File: src/rtl/pipe_ctrl_pkg.sv
// Shared definitions for the pipeline hazard/stall controller: FSM state
// encoding, default memory-wait timeout and the register address width.
`ifndef REG_SIZE
`define REG_SIZE 5
`endif

package pipe_ctrl_pkg;

  typedef enum logic [1:0] {
    RUN      = 2'd0,
    MEM_WAIT = 2'd1,
    HALT     = 2'd2
  } ctrl_state_t;

  localparam int PIPE_CTRL_TIMEOUT = 255;

endpackage

File: src/rtl/load_use_check.sv
// Detects a D-stage instruction reading the destination of a load sitting in E,
// which the bypass network cannot cover. Register 0 never creates a hazard.
module load_use_check
  import pipe_ctrl_pkg::*;
#(
  parameter int REG_W = `REG_SIZE
) (
  input  logic [REG_W-1:0] raddr1_i,
  input  logic [REG_W-1:0] raddr2_i,
  input  logic [REG_W-1:0] writeReg_i,
  input  logic             memToReg_i,
  output logic             loadUse_o
);

  logic srcMatch;

  assign srcMatch  = (raddr1_i == writeReg_i) || (raddr2_i == writeReg_i);
  assign loadUse_o = memToReg_i && (writeReg_i != '0) && srcMatch;

endmodule

File: src/rtl/pipe_ctrl.sv
// Hazard and stall scheduler for the 5-stage pipeline: load-use bubbles, taken-branch
// flushes and data-memory waits with a timeout watchdog. STALL_PERF_EN adds perf counters.
module pipe_ctrl
  import pipe_ctrl_pkg::*;
#(
  parameter int REG_W   = `REG_SIZE,
  parameter int TIMEOUT = PIPE_CTRL_TIMEOUT,
  parameter int TMO_W   = 8
`ifdef STALL_PERF_EN
  ,
  parameter int CNT_W   = 32
`endif
) (
  input  logic             clk,
  input  logic             reset,
  input  logic [REG_W-1:0] raddr1D,
  input  logic [REG_W-1:0] raddr2D,
  input  logic [REG_W-1:0] writeRegE,
  input  logic             memToRegE,
  input  logic             branchTakenE,
  input  logic             dmemReqM,
  input  logic             dmemReadyM,
  output logic             stallF,
  output logic             stallD,
  output logic             stallE,
  output logic             stallM,
  output logic             flushD,
  output logic             flushE,
  output logic             flushW,
  output logic             memErr,
`ifdef STALL_PERF_EN
  output logic [CNT_W-1:0] loadUseCnt,
  output logic [CNT_W-1:0] memStallCnt,
  output logic [CNT_W-1:0] flushCnt,
`endif
  output logic [1:0]       state
);

  ctrl_state_t      state_q, state_d;
  logic [TMO_W-1:0] cnt_q, cnt_d;
  logic             memErr_q, memErr_d;
  logic             memStall;
  logic             loadUse;
  logic             active;

  assign memStall = dmemReqM && !dmemReadyM;
  assign active   = (state_q == RUN) || (state_q == MEM_WAIT);

  load_use_check #(.REG_W(REG_W)) u_load_use_check (
    .raddr1_i   (raddr1D),
    .raddr2_i   (raddr2D),
    .writeReg_i (writeRegE),
    .memToReg_i (memToRegE),
    .loadUse_o  (loadUse)
  );

  always_ff @(posedge clk or posedge reset) begin
    if (reset) begin
      state_q  <= RUN;
      cnt_q    <= '0;
      memErr_q <= 1'b0;
    end else begin
      state_q  <= state_d;
      cnt_q    <= cnt_d;
      memErr_q <= memErr_d;
    end
  end

  // cnt counts stall cycles of the current access, including the RUN-state cycle that started it.
  always_comb begin
    state_d  = state_q;
    cnt_d    = cnt_q;
    memErr_d = memErr_q;
    case (state_q)
      RUN: begin
        if (memStall) begin
          state_d = MEM_WAIT;
          cnt_d   = TMO_W'(1);
        end
      end
      MEM_WAIT: begin
        if (dmemReadyM || !dmemReqM) begin
          state_d = RUN;
          cnt_d   = '0;
        end else if (cnt_q >= TMO_W'(TIMEOUT)) begin
          state_d  = HALT;
          memErr_d = 1'b1;
        end else begin
          cnt_d = cnt_q + TMO_W'(1);
        end
      end
      default: state_d = HALT;
    endcase
  end

  // Priority: HALT > memStall > taken branch > load-use. HALT freezes like a memory stall.
  always_comb begin
    stallF = 1'b0;
    stallD = 1'b0;
    stallE = 1'b0;
    stallM = 1'b0;
    flushD = 1'b0;
    flushE = 1'b0;
    flushW = 1'b0;
    if (!reset) begin
      if (!active || memStall) begin
        stallF = 1'b1;
        stallD = 1'b1;
        stallE = 1'b1;
        stallM = 1'b1;
        flushW = 1'b1;
      end else if (branchTakenE) begin
        flushD = 1'b1;
        flushE = 1'b1;
      end else if (loadUse) begin
        stallF = 1'b1;
        stallD = 1'b1;
        flushE = 1'b1;
      end
    end
  end

  assign memErr = memErr_q;
  assign state  = state_q;

`ifdef STALL_PERF_EN
  logic [CNT_W-1:0] luCnt_q, msCnt_q, flCnt_q;
  logic             luEv, msEv, flEv;

  assign msEv = active && memStall;
  assign flEv = active && !memStall && branchTakenE;
  assign luEv = active && !memStall && !branchTakenE && loadUse;

  always_ff @(posedge clk or posedge reset) begin
    if (reset) begin
      luCnt_q <= '0;
      msCnt_q <= '0;
      flCnt_q <= '0;
    end else begin
      if (luEv && (luCnt_q != '1)) luCnt_q <= luCnt_q + CNT_W'(1);
      if (msEv && (msCnt_q != '1)) msCnt_q <= msCnt_q + CNT_W'(1);
      if (flEv && (flCnt_q != '1)) flCnt_q <= flCnt_q + CNT_W'(1);
    end
  end

  assign loadUseCnt  = luCnt_q;
  assign memStallCnt = msCnt_q;
  assign flushCnt    = flCnt_q;
`endif

endmodule

File: config.mk
export PLATFORM = sky130hd
export DESIGN_NAME = pipe_ctrl
export DESIGN_NICKNAME = d
export VERILOG_FILES = /design/src/rtl/pipe_ctrl_pkg.sv /design/src/rtl/load_use_check.sv /design/src/rtl/pipe_ctrl.sv
export SDC_FILE = /design/constraint.sdc
export NUM_CORES = 1
export LEC_CHECK = 0
export ABC_AREA = 1
export BUFFER_PORTS_ARGS = -buffer_cell sky130_fd_sc_hd__buf_4
export CELL_PAD_IN_SITES_DETAIL_PLACEMENT = 1
export CELL_PAD_IN_SITES_GLOBAL_PLACEMENT = 2
export CORE_ASPECT_RATIO = 0.7
export CORE_MARGIN = 8
export CORE_UTILIZATION = 25
export CTS_CLUSTER_DIAMETER = 40
export DETAILED_ROUTE_END_ITERATION = 12
export GPL_TIMING_DRIVEN = 0
export PLACE_DENSITY = 0.79
export SLEW_MARGIN = 5
export SYNTH_ARGS = -nofsm -noshare
export SYNTH_HDL_FRONTEND = slang
export SYNTH_SLANG_ARGS = --single-unit
File: constraint.sdc
create_clock -name clk -period 1.6 [get_ports clk]
set_input_delay 0.32 -clock clk [delete_from_list [all_inputs] [get_ports clk]]
set_output_delay 0.32 -clock clk [all_outputs]
set_load 0.02 [all_outputs]
==> flow_summary.toml <==
[timing]
fmax_mhz = 644.6
final_max_slew_viol_count = 0
whs_ps = 162.3
post-route-period-util_pct = 96.96
relSlewSlack_pct = 81.39
hold_violations = 0
setup_viol = 0
period_needed_ps = 1551
setup_slack_ps = 48.63
tightest_slew_ps = 279.2
finClkSkew_ps = 2.848

[drt]
remaining_drc_errors = 0
vias = 953
wl_per_cell_um = 12.58
drtAntennaViolNets = 0
via_per_inst = 4.236
drtPass1Iterations = 4
routed_wl_mm = 2.831
drt_iter0_drc = 12

[cells_and_area]
area.growth.synth_to_final_pct = 54.73
nets = 198
fin_cells = 225
drive_gt1_share_pct = 49.14
antennaDiodeCount = 0
final_common_cell = "nand2_1"
final_cell_mix = "40 x nand2_1, 29 x buf_4, 15 x inv_1"
post-route-util_pct = 40.17

[cts]
cts_tree = "yes"
clockBufferDepth = 2
cts_sinks = 11
htreeDepth = 1
path_clk_slew_ps = 50
clk_latency_ps = 240
root_buffer = "clkbuf_8"
cts_made_buffers = 3

[global_routing]
grt_overflow = 0
grt_util_met1_pct = 12.76
grt_pass1_vias = 1014
gr-usage-all-layers_pct = 10.13
antenna_found_initial = 0
use_met3_pct = 3.071
globalRoute.busiestLayer = "met2"
grtUsageMet2_pct = 16.43
grt_pass1_wl_mm = 4.740
grt_max_degree = 12

[critical_path]
critPathKind = "register to primary output"
arrival_ps = 1230
critPathMaxFanout = 3
worstPathRequired_ps = 1280
startpoint_type = "register"
crit_path_end_kind = "primary output"

[placed_design]
port_buffers = 30
dp.cells = 217
place_ws_ps = -68.76
place_congestion = 0.7731
hpwl_mm = 2.267

[yosys]
synth_area_per_cell_um2 = 6.658
synthCells = 137
synth_warnings = 0
yosysSeqAreaShare_pct = 30.18
synth_nets = 159
yosysUniqueCellTypes = 25
synth_seq_cells = 11
synthesis.area_um2 = 912.1

[power_and_ir_drop]
p_per_area_nw_per_um2 = 520.9
max-vdd-ir-drop_mv = 0.3065
p_leak_nw = 0.7450

[floorplanning]
initial_utilization_pct = 25.96
die-area_um2 = 5868
num_rows = 18
die_w_um = 88.20
core_um2 = 3513
fp.dieH_um = 66.54
io-pin-count = 31

[hold_path]
min_path_type = "input port to async pin"

[outcome]
status = "completed"

[flow_run]
cap_violations = 0
## cells in the mapped netlist
cell      number  share of area [%]
a311oi_1       1               0.96
buf_4          3                2.5
clkinv_1       1               0.41
dfrtp_1       11                 30
ha_1           1                1.4
inv_1         23                9.5
inv_2          1               0.41
nand2_1       54                 22
nand2_2        2                1.4
nand2_4        2                2.5
nand3_1        9                4.9
nand3_2        1                1.1
nand3_4        1                1.9
nand3b_1       2                1.6
nand4_1        1               0.69
nor2_1        10                4.1
nor2_2         1               0.69
nor2_4         1                1.2
nor2_8         1                2.2
nor3_2         1                1.1
o211ai_1       1               0.82
o21ai_0        1               0.55
o21ai_2        4                3.8
xnor2_1        3                2.9
xor2_1         1               0.96
## critical path, cell delays in order (launching register included)
cell,delay [ps]
dfrtp_1,380
inv_2,110
nand2_4,80
nor2_4,140
nand3_2,80
nand2_2,80
buf_6,110
## logic make-up after synthesis
logic type                 share of synthesized area [%]
buffers and inverters                              12.76
AOI/OAI and AO/OA                                  6.172
xor gates and xnor gates                           3.842
adders and majority gates                          1.372
and+or+nand+nor                                    45.68
DFF                                                30.18
## per-stage QoR
stage          cell area, um2  setup TNS, ps  total power, W
6_report                 1411              0       0.0007352
3_5_place_dp             1200         -195.8       0.0004187
2_1_floorplan           912.1              0       0.0003479
3_3_place_gp             1200         -84.91       0.0004148
4_1_cts                  1290              0       0.0007206
5_1_grt                  1411         -20.44       0.0007716
## final cells by class
class / count / area [um2]
timing repair buffer: 34 / 289.0
multi-input combinational: 98 / 610.6
tap: 50 / 62.56
clock buffer: 4 / 45.04
fill: 452 / 2102
buffer: 3 / 26.28
sequential: 11 / 275.3
inverter: 25 / 102.6
## worst paths after layout
kind / startpoint / end / slack, ps / cells past startpoint
hold reg to reg: memErr$_DFFE_PP0P_ / memErr$_DFFE_PP0P_ / 480 / 2
setup reg to reg: cnt_q[0]$_DFFE_PP0P_ / cnt_q[1]$_DFFE_PP0P_ / 130 / 7
max in group asynchronous: reset / cnt_q[4]$_DFFE_PP0P_ / 1280 / 3
min in group clk: memErr$_DFFE_PP0P_ / memErr$_DFFE_PP0P_ / 480 / 2
hold / removal: reset / cnt_q[0]$_DFFE_PP0P_ / 160 / 3
setup / recovery: state[1]$_DFFE_PP0P_ / flushE / 50 / 6
## state kept, by name (all words and copies together), names as in the netlist
name	cells
memErr	1
state	2
cnt_q	8
## per-layer routing
layer / vias up / part of all wire, %
li1: 491 / -
met1: 450 / 46
met2: 10 / 49
met3: 2 / 4.4
met4: 0 / 0.67
met5: - / 0
## power breakdown
group	switching, W	total (W)	internal, W
Sequential	0.00000188	0.000282	0.000280
Clock	0.000107	0.000282	0.000175
Combinational	0.0000867	0.000171	0.0000844
## timing repair
action | 4_1_cts | 5_1_grt
endpoints found under the setup margin | 5 | 6
buffers inserted | 3 | 1
gates resized for setup | 9 | 40
pin swaps | 3 | 21
hold buffers | 0 | 0
hold endpoints to repair | 0 | 0
No activity file was read; power rests on OpenSTA's default activity.
